[config.mk]
export PLATFORM = sky130hd
export DESIGN_NAME = led_pattern_engine_flat
export DESIGN_NICKNAME = d
export VERILOG_FILES = /design/src/rtl/led_pattern_pkg.sv /design/src/rtl/led_pattern_engine_if.sv /design/src/rtl/input_debouncer.sv /design/src/rtl/led_pattern_engine.sv /design/src/flat_wrapper.sv
export SDC_FILE = /design/constraint.sdc
export NUM_CORES = 1
export LEC_CHECK = 0
export CORE_MARGIN = 4
export CORE_UTILIZATION = 56
export DETAILED_ROUTE_END_ITERATION = 7
export PLACE_DENSITY = 0.76
export SYNTH_ARGS = -nofsm -noshare
export SYNTH_HDL_FRONTEND = slang
export SYNTH_HIERARCHICAL = 1
export SYNTH_SLANG_ARGS = --single-unit
[constraint.sdc]
create_clock -name Clk -period 2.7 [get_ports Clk]
set_input_delay 0.405 -clock Clk [delete_from_list [all_inputs] [get_ports Clk]]
set_output_delay 0.405 -clock Clk [all_outputs]
set_load 0.01 [all_outputs]
[src/rtl/led_pattern_pkg.sv]
// Shared types for the LED pattern engine: walking modes and bounce direction.
package led_pattern_pkg;

  typedef enum logic [1:0] {
    MODE_ROT_R  = 2'd0,
    MODE_ROT_L  = 2'd1,
    MODE_BOUNCE = 2'd2,
    MODE_HOLD   = 2'd3
  } led_mode_t;

  localparam logic DIR_UP   = 1'b0;
  localparam logic DIR_DOWN = 1'b1;

endpackage

[src/rtl/led_pattern_engine_if.sv]
// Pin-side bundle of the LED pattern engine: buttons in, LED bank and status out.
interface led_pattern_engine_if #(
  parameter int unsigned WIDTH = 8
) ();
  import led_pattern_pkg::*;

  logic [WIDTH-1:0] Switch;
  logic             Mode_btn;
  logic [WIDTH-1:0] LED;
  led_mode_t        Mode;
  logic             Tick;

  modport master (output Switch, Mode_btn, input LED, Mode, Tick);
  modport slave  (input Switch, Mode_btn, output LED, Mode, Tick);
endinterface

[src/rtl/input_debouncer.sv]
// Two-flop synchroniser plus stability debouncer for a vector of active-low buttons.
// LED_PATTERN_DEBOUNCE_EN undefined: the synchroniser output is passed straight through.
module input_debouncer #(
  parameter int unsigned WIDTH      = 1,
  parameter int unsigned DEB_CYCLES = 1000000
) (
  input  logic             clk,
  input  logic             rst_n,
  input  logic [WIDTH-1:0] i_din,
  output logic [WIDTH-1:0] o_dout
);

  logic [WIDTH-1:0] r_sync1;
  logic [WIDTH-1:0] r_sync2;

  // Released state is all ones, so reset to that.
  always_ff @(posedge clk) begin
    if (!rst_n) begin
      r_sync1 <= '1;
      r_sync2 <= '1;
    end else begin
      r_sync1 <= i_din;
      r_sync2 <= r_sync1;
    end
  end

`ifdef LED_PATTERN_DEBOUNCE_EN
  localparam int unsigned CNT_W = (DEB_CYCLES > 2) ? $clog2(DEB_CYCLES) : 1;

  logic [WIDTH-1:0] r_cand;
  logic [WIDTH-1:0] r_deb;
  logic [CNT_W-1:0] r_cnt;

  // Any change of the synchronised vector restarts the stability count.
  always_ff @(posedge clk) begin
    if (!rst_n) begin
      r_cand <= '1;
      r_deb  <= '1;
      r_cnt  <= '0;
    end else if (r_sync2 != r_cand) begin
      r_cand <= r_sync2;
      r_cnt  <= '0;
    end else if (r_cnt == CNT_W'(DEB_CYCLES - 1)) begin
      r_deb  <= r_cand;
    end else begin
      r_cnt  <= r_cnt + CNT_W'(1);
    end
  end

  assign o_dout = r_deb;
`else
  if (DEB_CYCLES == 0) begin : g_deb_cycles_unused
  end

  assign o_dout = r_sync2;
`endif

endmodule

[src/rtl/led_pattern_engine.sv]
// Push-button LED pattern controller: button load or prescaled walk in four modes.
// Input debouncing is enabled by defining LED_PATTERN_DEBOUNCE_EN.
module led_pattern_engine
  import led_pattern_pkg::*;
#(
  parameter int unsigned WIDTH      = 8,
  parameter int unsigned TICK_DIV   = 16777216,
  parameter int unsigned DEB_CYCLES = 1000000
) (
  input  logic                 Clk,
  input  logic                 Rst_n,
  led_pattern_engine_if.slave  bus
);

  localparam int unsigned TCW = $clog2(TICK_DIV);

  logic [TCW-1:0]   r_pre_cnt;
  logic [TCW-1:0]   w_pre_nxt;
  logic             r_tick;
  logic [WIDTH-1:0] r_led;
  logic [WIDTH-1:0] w_led_nxt;
  logic [WIDTH-1:0] w_sw_deb;
  logic [WIDTH-1:0] w_load;
  logic             w_md_deb;
  logic             r_md_prev;
  logic             w_mode_edge;
  logic             r_dir;
  logic             w_dir_nxt;
  led_mode_t        r_mode;
  led_mode_t        w_mode_nxt;

  input_debouncer #(.WIDTH(WIDTH), .DEB_CYCLES(DEB_CYCLES)) u_sw_deb (
    .clk    (Clk),
    .rst_n  (Rst_n),
    .i_din  (bus.Switch),
    .o_dout (w_sw_deb)
  );

  input_debouncer #(.WIDTH(1), .DEB_CYCLES(DEB_CYCLES)) u_md_deb (
    .clk    (Clk),
    .rst_n  (Rst_n),
    .i_din  (bus.Mode_btn),
    .o_dout (w_md_deb)
  );

  assign w_pre_nxt   = (r_pre_cnt == TCW'(TICK_DIV - 1)) ? '0 : r_pre_cnt + TCW'(1);
  assign w_mode_edge = r_md_prev & ~w_md_deb;

  // One-hot of the lowest-index pressed switch; scanning downward lets low bits win.
  always_comb begin
    w_load = '0;
    for (int i = int'(WIDTH) - 1; i >= 0; i--) begin
      if (!w_sw_deb[i]) w_load = WIDTH'(1) << i;
    end
  end

  always_comb begin
    w_led_nxt  = r_led;
    w_dir_nxt  = r_dir;
    w_mode_nxt = r_mode;
    if (w_mode_edge) w_mode_nxt = led_mode_t'(r_mode + 2'd1);
    if (r_tick) begin
      if (~&w_sw_deb) begin
        w_led_nxt = w_load;
      end else begin
        case (r_mode)
          MODE_ROT_R: w_led_nxt = {r_led[0], r_led[WIDTH-1:1]};
          MODE_ROT_L: w_led_nxt = {r_led[WIDTH-2:0], r_led[WIDTH-1]};
          MODE_BOUNCE: begin
            // Reversal at either end steps back inward instead of wrapping.
            if (r_dir == DIR_UP) begin
              if (r_led[WIDTH-1]) begin
                w_dir_nxt = DIR_DOWN;
                w_led_nxt = r_led >> 1;
              end else begin
                w_led_nxt = r_led << 1;
              end
            end else begin
              if (r_led[0]) begin
                w_dir_nxt = DIR_UP;
                w_led_nxt = r_led << 1;
              end else begin
                w_led_nxt = r_led >> 1;
              end
            end
          end
          MODE_HOLD: w_led_nxt = r_led;
          default:   w_led_nxt = r_led;
        endcase
      end
    end
  end

  always_ff @(posedge Clk) begin
    if (!Rst_n) begin
      r_pre_cnt <= '0;
      r_tick    <= 1'b0;
      r_led     <= WIDTH'(1);
      r_dir     <= DIR_UP;
      r_mode    <= MODE_ROT_R;
      r_md_prev <= 1'b1;
    end else begin
      r_pre_cnt <= w_pre_nxt;
      r_tick    <= (w_pre_nxt == TCW'(TICK_DIV - 1));
      r_led     <= w_led_nxt;
      r_dir     <= w_dir_nxt;
      r_mode    <= w_mode_nxt;
      r_md_prev <= w_md_deb;
    end
  end

  assign bus.LED  = r_led;
  assign bus.Mode = r_mode;
  assign bus.Tick = r_tick;

endmodule

[src/flat_wrapper.sv]
// flat-port wrapper written by rule: the top's interface ports become plain ports
module led_pattern_engine_flat import led_pattern_pkg::*;
#(
  parameter int unsigned WIDTH      = 8,
  parameter int unsigned TICK_DIV   = 16777216,
  parameter int unsigned DEB_CYCLES = 1000000
)
  (Clk, Rst_n, bus_Switch, bus_Mode_btn, bus_LED, bus_Mode, bus_Tick);
  led_pattern_engine_if #(.WIDTH(WIDTH)) bus_i ();
  input  logic Clk;
  input  logic Rst_n;
  input wire logic [$bits(bus_i.Switch)-1:0] bus_Switch;
  input wire logic [$bits(bus_i.Mode_btn)-1:0] bus_Mode_btn;
  output wire logic [$bits(bus_i.LED)-1:0] bus_LED;
  output wire logic [$bits(bus_i.Mode)-1:0] bus_Mode;
  output wire logic [$bits(bus_i.Tick)-1:0] bus_Tick;
  assign bus_i.Switch = bus_Switch;
  assign bus_i.Mode_btn = bus_Mode_btn;
  assign bus_LED = bus_i.LED;
  assign bus_Mode = bus_i.Mode;
  assign bus_Tick = bus_i.Tick;
  led_pattern_engine #(.WIDTH(WIDTH), .TICK_DIV(TICK_DIV), .DEB_CYCLES(DEB_CYCLES)) u_core (.Clk(Clk), .Rst_n(Rst_n), .bus(bus_i));
endmodule
# --- Word level (Yosys, flattened, before mapping) ---
# Cells that the tools add are included.
totals:
  register_bits: 55
  input_bits: 11
  output_inout_bits: 11
  elab_cells: 41
op_classes:
  n_addsub: 2
  n_eq_ne: 6
  n_mux: 17
  n_bitwise: 2
  reduce_logical: 4
ops:
  columns: ["op", "n"]
  rows:
  - ["$mux W8", 12]
  - ["$eq A24 B24 Y1 const B", 2]
  - ["$add A24 B1 Y24 const B", 1]
  - ["$mux W24", 1]
  - ["$pmux W8 S3", 1]
  - ["$reduce_and A10 Y1", 1]
  - ["$reduce_and A8 Y1", 1]
  - ["$eq A2 B2 Y1 const B", 2]
  - ["$mux W1", 3]
  - ["$add A2 B1 Y2 const B", 1]
  - ["$eq A2 B1 Y1 const B", 1]
  - ["$logic_not A2 Y1", 1]
  - ["$ne A2 B2 Y1 const B", 1]
  - ["$reduce_and A2 Y1", 1]
  - ["$and A1 B1 Y1", 1]
  - ["$not A1 Y1", 1]

# --- Logic depth before layout (Yosys ltp) ---
# Gate-level depths: netlist of the first run.
logic_depth:
  ltp_word: 9
  ltp_mapped: 8
  ltp_nobuf: 7

# --- Hierarchy ---
# Netlist of the first run, hierarchy kept.
by_module_without_submodules:
  columns: ["module", "instances", "cells_per_inst", "area_per_inst_um2", "seq_area_each_um2"]
  rows:
  - ["led_pattern_engine", 1, 232, 1976.9, 740.7]
  - ["input_debouncer at u_core.u_sw_deb", 1, 33, 431.7, 320.3]
  - ["input_debouncer at u_core.u_md_deb", 1, 4, 52.6, 40.0]

# --- Least setup slack after synthesis of the first run ---
# Ideal clock, no wire load.
synth_timing:
  kind: "register to register"
  from: "reg u_core.r_pre_cnt[0]"
  to: "reg u_core.r_pre_cnt[2]"
  setup_ns: 0.118
  t_arrival_ns: 1.777
  required_ns: 2.582
  path_slack_ns: 0.805
  path_stages_with_launch: 9
  path_buffers: 1
  synth_period_minus_slack_ns: 1.895
  cell_sequence: "dfxtp_1 > ha_1 > nand4_2 > nor3_1 > and3_1 > nand2_1 > o21ai_2 > buf_2 > nor2_1"
synth_between:
  elab_chain_cells: 2
  word_cells_on_any_way: 3
  cone_classes: "add/sub: 1; eq/ne: 1; mux: 1"
synth_lines:
  columns: ["item", "line_no", "text"]
  rows:
  - ["from (decl)", "led_pattern_engine.sv:17", "logic [TCW-1:0] r_pre_cnt;"]
  - ["from (signal assigned)", "led_pattern_engine.sv:103", "r_pre_cnt <= w_pre_nxt;"]
  - ["$add A24 B1 Y24 or $eq A24 B24 Y1 (tied branches)", "led_pattern_engine.sv:46", "assign w_pre_nxt = (r_pre_cnt == TCW'(TICK_DIV - 1)) ? '0 : r_pre_cnt + TCW'(1);"]
  - ["$mux W24 *", "led_pattern_engine.sv:46", null]
# Mark *: on every way between the ends. The rest lies on a longest branch, timed or not.
# A chain may end at the register's enable or synchronous reset.

# --- Worst setup path in the final report of the first run ---
layout_timing:
  from: "reg u_core.r_pre_cnt[0]"
  to: "reg u_core.r_pre_cnt[12]"
# The elaborated chain is that of the path after synthesis.

==> results of run 1 <==
==> metal layers <==
layer,up-vias,track usage,part of all wire
met3,5,0.04459,0.041
met2,44,0.2815,0.41
li1,977,-,-
met4,0,0.05929,0.012
met5,-,0,0
met1,893,0.2796,0.53
==> cell type report <==
| type | count | share of cell area |
|---|---|---|
| flip-flops and latches | 55 | 0.3913 |
| clock inverters | 3 | 0.008893 |
| clock buffers | 5 | 0.02446 |
| inverters | 6 | 0.008004 |
| multi-input cells | 201 | 0.4651 |
| repair buffers | 23 | 0.08004 |
| well taps | 50 | 0.02223 |
==> worst max-delay path by stage <==
stage / start / to / slack (ns) / cells past startpoint
after global routing: u_core/r_pre_cnt[0]$_SDFF_PN0_ / u_core/bus.Tick$_SDFF_PN0_ / 0.31 / 7
final: u_core/r_pre_cnt[0]$_SDFF_PN0_ / u_core/r_pre_cnt[12]$_SDFF_PN0_ / 0.52 / 8
after detailed placement: u_core/r_pre_cnt[0]$_SDFF_PN0_ / u_core/r_pre_cnt[12]$_SDFF_PN0_ / 0.53 / 8
after global placement: u_core/r_pre_cnt[0]$_SDFF_PN0_ / u_core/r_pre_cnt[8]$_SDFF_PN0_ / 0.61 / 8
after CTS: u_core/r_pre_cnt[0]$_SDFF_PN0_ / u_core/r_pre_cnt[12]$_SDFF_PN0_ / 0.52 / 8
after floorplan: u_core/r_pre_cnt[0]$_SDFF_PN0_ / u_core/r_pre_cnt[2]$_SDFF_PN0_ / 0.80 / 8
==> state kept, by name, indices dropped and copies added (netlist names) <==
signal and count:
u_core/bus.LED 8, u_core/r_md_prev 1, u_core/r_pre_cnt 24, u_core/bus.Tick 1, u_core/u_sw_deb/o_dout 8, u_core/u_md_deb/o_dout 1, u_core/r_dir 1, u_core/u_md_deb/r_sync1 1
u_core/bus.Mode 2, u_core/u_sw_deb/r_sync1 8
==> logic make-up (layout without fill, tap and decap cells) <==
logic type | after synthesis | count (layout)
xor+xnor | 21 | 21
fa+ha+maj | 4 | 4
simple gates | 132 | 132
buf+inv | 13 | 37
flops | 55 | 55
compound gates | 44 | 44
==> where the power goes <==
group | total [mW] | switching [mW] | internal (mW) | leakage, nW
combinational | 0.0956 | 0.0488 | 0.0468 | 0.565
clock | 0.463 | 0.277 | 0.186 | 0.0443
sequential | 0.840 | 0.0108 | 0.829 | 0.448
total | 1.40 | 0.337 | 1.06 | 1.06
==> cell usage after synthesis, types with 3 or more instances <==
cell,count
o21ai_0,9
o211a_1,3
and3_1,4
nand2_1,21
nor2b_1,6
nor3_1,5
nand3_1,13
nor3b_1,3
clkbuf_1,4
xnor2_1,12
a21oi_1,10
and2_1,7
a21boi_0,3
nor2_1,27
ha_1,4
or2b_1,5
xor2_1,9
a221o_1,3
dfxtp_1,55
nand2b_1,18
nand4_1,9
inv_1,6
==> per-stage QoR <==
stage / hold slack [ns] / total power [mW] / std cells / cell area [um^2]
floorplan: 0.3846 / 0.9203 / 269 / 2461
global placement: 0.3887 / 0.9525 / 335 / 2720
detailed placement: 0.3925 / 0.9533 / 335 / 2720
CTS: 0.4159 / 1.409 / 343 / 2814
global route: 0.4308 / 1.459 / 343 / 2814
finish: 0.4133 / 1.398 / 343 / 2814
==> flow_summary_export.csv, run 1 <==
group,metric,value,unit
outcome,status,"completed",
synth,synth_edf_count,0,
worst_hold_path,worstHoldStart,"u_core/u_sw_deb/r_sync1[4]$_SDFF_PN1_",
power,ir_worst_vdd,0.4305,mV
detailed_routing,vias_per_cell,5.595,
placed_design,pre_cts_ws,0.5281,ns
setup_path,criticalPathCategory,"reg2reg",
die,rows,23,
setup_path,cp_slowest_cell,"dfxtp_1",
global_route,grt_pass1_wl,8.217,mm
clocking,htreeDepth,2,
global_route,grt_start_max_net_pins,36,
synth,synth_nets,284,
timing,fin_ws,0.5218,ns
setup_path,crit_family,"simple AND/OR/NAND/NOR gates",
die,die_area,5520,um^2
die,ioPinCount,22,
finish,final_core_util,0.6838,
detailed_routing,ant_nets,0,
clocking,clock_sinks,55,
finish,layout_common_cells,"dfxtp_1, nor2_1, clkdlybuf4s50_1, nand2_1, nand2b_1",
placed_design,port_buffers,21,
synth,synthAdderAreaFrac,0.02034,
die,initial_utilization,0.5981,
finish,fillerInstances,356,
clocking,cts_hold_buffers,0,
finish,fin_nets,307,
timing,fmax,0.4591,GHz
setup_path,r2r_start,"u_core/r_pre_cnt[0]$_SDFF_PN0_",
synth,yosysTopAreaCell,"dfxtp_1",
detailed_routing,route.detailed.drc,0,
power,leakagePower,1.058,nW
finish,syn_to_final_growth,14.34,%
global_route,grt.total_usage,0.1917,
finish,ff_latch_area,1101,um^2
worst_hold_path,min_to,"u_core/u_sw_deb/o_dout[4]$_SDFF_PN1_",
detailed_routing,vias,1919,
timing,period_needed,2.178,ns
setup_path,reg2regPathDepth,8,
synth,synth_compound_area_frac,0.1261,
timing,min_period_over_period,0.8067,
clocking,path_clk_slew,0.10,ns
synth,synth_top_family_by_area,"simple AND/OR/NAND/NOR gates",
die,fp.dieW,74.30,um
finish,antenna_cells,0,
detailed_routing,wire_per_inst,13.43,um
placed_design,dp_hpwl,3.308,mm
timing,maxSlewViolCount,0,
clocking,cts_buffer_depth,2,
clocking,cts_buffers,5,
timing,slew_headroom,0.5552,
detailed_routing,wl,4.608,mm
synth,synthSimpleGateAreaFrac,0.3106,
synth,synth-seq-area-share,0.4474,
setup_path,rr_endpoint,"u_core/r_pre_cnt[12]$_SDFF_PN0_",
detailed_routing,drtIter0Drc,141,
global_route,antenna_found_initial,0,
setup_path,crit_chain,"ha_1, nand4_2, nor3_1, and3_1, nand2_1, o21ai_2, buf_4, nor2_1",
clocking,worstSkewPairLatency,0.31,ns
synth,netlist_instances,269,
setup_path,cp_slowest_stage_delay,0.39,ns
timing,finalSetupViolCount,0,
timing,finalSetupTns,0,ns
timing,worst_pin_slew,0.6657,ns
die,die_y,74.30,um
timing,rsz0062_at_grt,"false",
die,coreArea,4115,um^2
synth,synthDistinctLibCells,49,
placed_design,gp_congestion,0.8156,
clocking,cts-root-buf,"clkbuf_8",
finish,multi_input_area,1309,um^2
clocking,cts_setup_buffers,0,
synth,synth_top_area_frac,0.4474,
detailed_routing,first_pass_iters,4,
setup_path,r2r_setup_slack,0.52,ns
setup_path,end_kind,"flop",
timing,fin_skew,0.003775,ns
global_route,gr-total-overflow,0,
synth,synth-xor-area-share,0.07473,
setup_path,arrival,2.39,ns
finish,layout-drive-gt1-share,0.06826,
synth,synth_mux_area_frac,0,
synth,synth_seq_cells,55,
setup_path,worst-endpoint-required,2.91,ns
clocking,cts_resized,0,
synth,postSynthAreaPerCell,9.149,um^2
synth,synth-main-ff-cell,"dfxtp_1",
synth,synth_area_leaders,"dfxtp_1, nand2b_1, xnor2_1",
setup_path,start_kind,"flop",
worst_hold_path,hold_class,"reg2reg",
power,power_density,496.9,nW/um^2
synth,async_flop_share,0,
synth,yosys_warnings,6,
global_route,grt_pass1_vias,1722,
setup_path,timing.critical_path.buf_inv,1,
setup_path,critPathMaxFanout,11,
run,drv_cap,0,
finish,final_common_cell,"dfxtp_1",
worst_hold_path,min_path_cells,1,
clocking,cts_tree,"done",
timing,hold_viol_final,0,
synth,synth_area,2461,um^2
(Power assumes the default switching activity.)
==> run 2: changes to the inputs <==
==> constraint.sdc (replaced) <==
create_clock -name Clk -period 2.25 [get_ports Clk]
set_input_delay 0.3375 -clock Clk [delete_from_list [all_inputs] [get_ports Clk]]
set_output_delay 0.3375 -clock Clk [all_outputs]
set_load 0.01 [all_outputs]
==> run 2 against run 1 <==
Net effect:
- die area is the same
- worst hold slack gained 0.00082 ns
- critical endpoint is now u_core/r_pre_cnt[4]$_SDFF_PN0_
- final area grew 2.0%
- clock power increased by 42%
- total power is 28% higher
==> flow_summary_export.csv, run 2 (same netlist as run 1, synthesis figures left out) <==
group,metric,value,unit
global_route,grt.total_usage,0.1771,
setup_path,crit_family,"simple AND/OR/NAND/NOR gates",
timing,rsz0062_at_grt,"false",
clocking,clock_sinks,55,
setup_path,crit_chain,"ha_1, nand4_2, nor3_1, and3_1, nand2_1, o21ai_2, buf_4, nor2_1",
finish,final_common_cell,"dfxtp_1",
detailed_routing,first_pass_iters,5,
finish,fin_nets,309,
finish,syn_to_final_growth,16.62,%
die,rows,23,
setup_path,arrival,2.23,ns
clocking,htreeDepth,2,
die,initial_utilization,0.5981,
clocking,cts_buffers,5,
die,die_area,5520,um^2
placed_design,port_buffers,21,
global_route,grt_pass1_vias,1682,
global_route,grt_start_max_net_pins,38,
placed_design,dp_cells,336,
die,die_y,74.30,um
clocking,worstSkewPairLatency,0.30,ns
finish,largest_register_ffs,24,
placed_design,gp_congestion,0.7880,
setup_path,cp_slowest_cell,"dfxtp_1",
finish,layout_common_cells,"dfxtp_1, nor2_1, clkdlybuf4s50_1, nand2_1, nand2b_1",
detailed_routing,vias,1923,
placed_design,dp_hpwl,3.150,mm
power,leakagePower,1.088,nW
outcome,status,"completed",
clocking,cts_buffer_depth,2,
die,ioPinCount,22,
clocking,cts_hold_buffers,0,
setup_path,cp_slowest_stage_delay,0.39,ns
detailed_routing,wl,4.420,mm
die,fp.dieW,74.30,um
detailed_routing,wire_per_inst,12.81,um
setup_path,timing.critical_path.buf_inv,1,
worst_hold_path,hold_class,"reg2reg",
worst_hold_path,min_path_cells,1,
setup_path,r2r_setup_slack,0.22,ns
setup_path,critPathMaxFanout,19,
timing,slew_headroom,0.5532,
power,power_density,621.5,nW/um^2
detailed_routing,drtIter0Drc,150,
finish,layout-drive-gt1-share,0.07797,
run,drv_cap,0,
finish,layout.cells.non_filler,345,
setup_path,end_kind,"flop",
global_route,grt_pass1_wl,7.734,mm
setup_path,worst-endpoint-required,2.44,ns
timing,hold_viol_final,0,
clocking,cts_tree,"done",
finish,top_register,"u_core/r_pre_cnt",
worst_hold_path,worstHoldStart,"u_core/u_sw_deb/r_sync1[0]$_SDFF_PN1_",
timing,finalSetupViolCount,0,
setup_path,start_kind,"flop",
setup_path,reg2regPathDepth,8,
global_route,antenna_found_initial,0,
detailed_routing,ant_nets,0,
clocking,cts-root-buf,"clkbuf_8",
detailed_routing,route.detailed.drc,0,
global_route,gr-total-overflow,0,
detailed_routing,vias_per_cell,5.574,
worst_hold_path,min_to,"u_core/u_sw_deb/o_dout[0]$_SDFF_PN1_",
timing,fmax,0.4925,GHz
finish,fillerInstances,355,
setup_path,r2r_start,"u_core/r_pre_cnt[0]$_SDFF_PN0_",
timing,min_period_over_period,0.9024,
power,ir_worst_vdd,0.3939,mV
clocking,path_clk_slew,0.10,ns
timing,maxSlewViolCount,0,
timing,fin_skew,0.006378,ns
setup_path,crit_cells,8,
timing,period_needed,2.031,ns
setup_path,criticalPathCategory,"reg2reg",
timing,worst_pin_slew,0.6687,ns
timing,finalSetupTns,0,ns
finish,antenna_cells,0,
die,coreArea,4115,um^2
setup_path,rr_endpoint,"u_core/r_pre_cnt[4]$_SDFF_PN0_",
## run 2: repair_timing
item | 4_1_cts | 5_1_grt
endpoints found under the setup margin | 0 | 1
setup buffers | 0 | 1
gates resized for setup | 0 | 1
## run 2: layout make-up
type                    instances  area, um^2  share of cell area
clock buffers                   5       68.82             0.02398
inverters                       6       22.52            0.007847
flip-flops and latches         55        1101              0.3836
repair buffers                 25       252.7             0.08806
well taps                      50       62.56             0.02180
multi-input cells             201        1315              0.4582
clock inverters                 3       47.55             0.01656
## run 2: power breakdown
part / internal, mW / switching, mW / total [mW] / leakage [nW]
combinational: 0.0585 / 0.0575 / 0.116 / 0.580
sequential: 0.995 / 0.0138 / 1.01 / 0.448
clock: 0.338 / 0.322 / 0.659 / 0.0587
total: 1.39 / 0.393 / 1.78 / 1.09
## run 2: metal layers
metal	vias up	GRT usage	wire (um)
li1	989	-	-
met1	877	0.2544	2241
met2	52	0.2697	1884
met3	5	0.02973	238
met4	0	0.06126	55
met5	-	0	0
## run 2: metrics by stage
stage | util | area (um^2) | hold slack (ns) | power (mW) | setup slack [ns]
5_1_grt | 0.6975 | 2870 | 0.4330 | 1.859 | 0.003655
3_3_place_gp | 0.6659 | 2740 | 0.3879 | 1.146 | 0.2660
4_1_cts | 0.6941 | 2856 | 0.4156 | 1.805 | 0.1738
3_5_place_dp | 0.6659 | 2740 | 0.3917 | 1.147 | 0.2035
6_report | 0.6975 | 2870 | 0.4142 | 1.784 | 0.2195
2_1_floorplan | - | 2461 | 0.3846 | 1.104 | 0.3546
## run 2: how the worst max path moves through the flow
stage                                    from                         endpoint
2_1_floorplan  u_core/r_pre_cnt[0]$_SDFF_PN0_   u_core/r_pre_cnt[2]$_SDFF_PN0_
6_report       u_core/r_pre_cnt[0]$_SDFF_PN0_   u_core/r_pre_cnt[4]$_SDFF_PN0_
5_1_grt        u_core/r_pre_cnt[0]$_SDFF_PN0_  u_core/r_pre_cnt[10]$_SDFF_PN0_
4_1_cts        u_core/r_pre_cnt[0]$_SDFF_PN0_       u_core/bus.Tick$_SDFF_PN0_
3_3_place_gp   u_core/r_pre_cnt[0]$_SDFF_PN0_       u_core/bus.Tick$_SDFF_PN0_
3_5_place_dp   u_core/r_pre_cnt[0]$_SDFF_PN0_       u_core/bus.Tick$_SDFF_PN0_
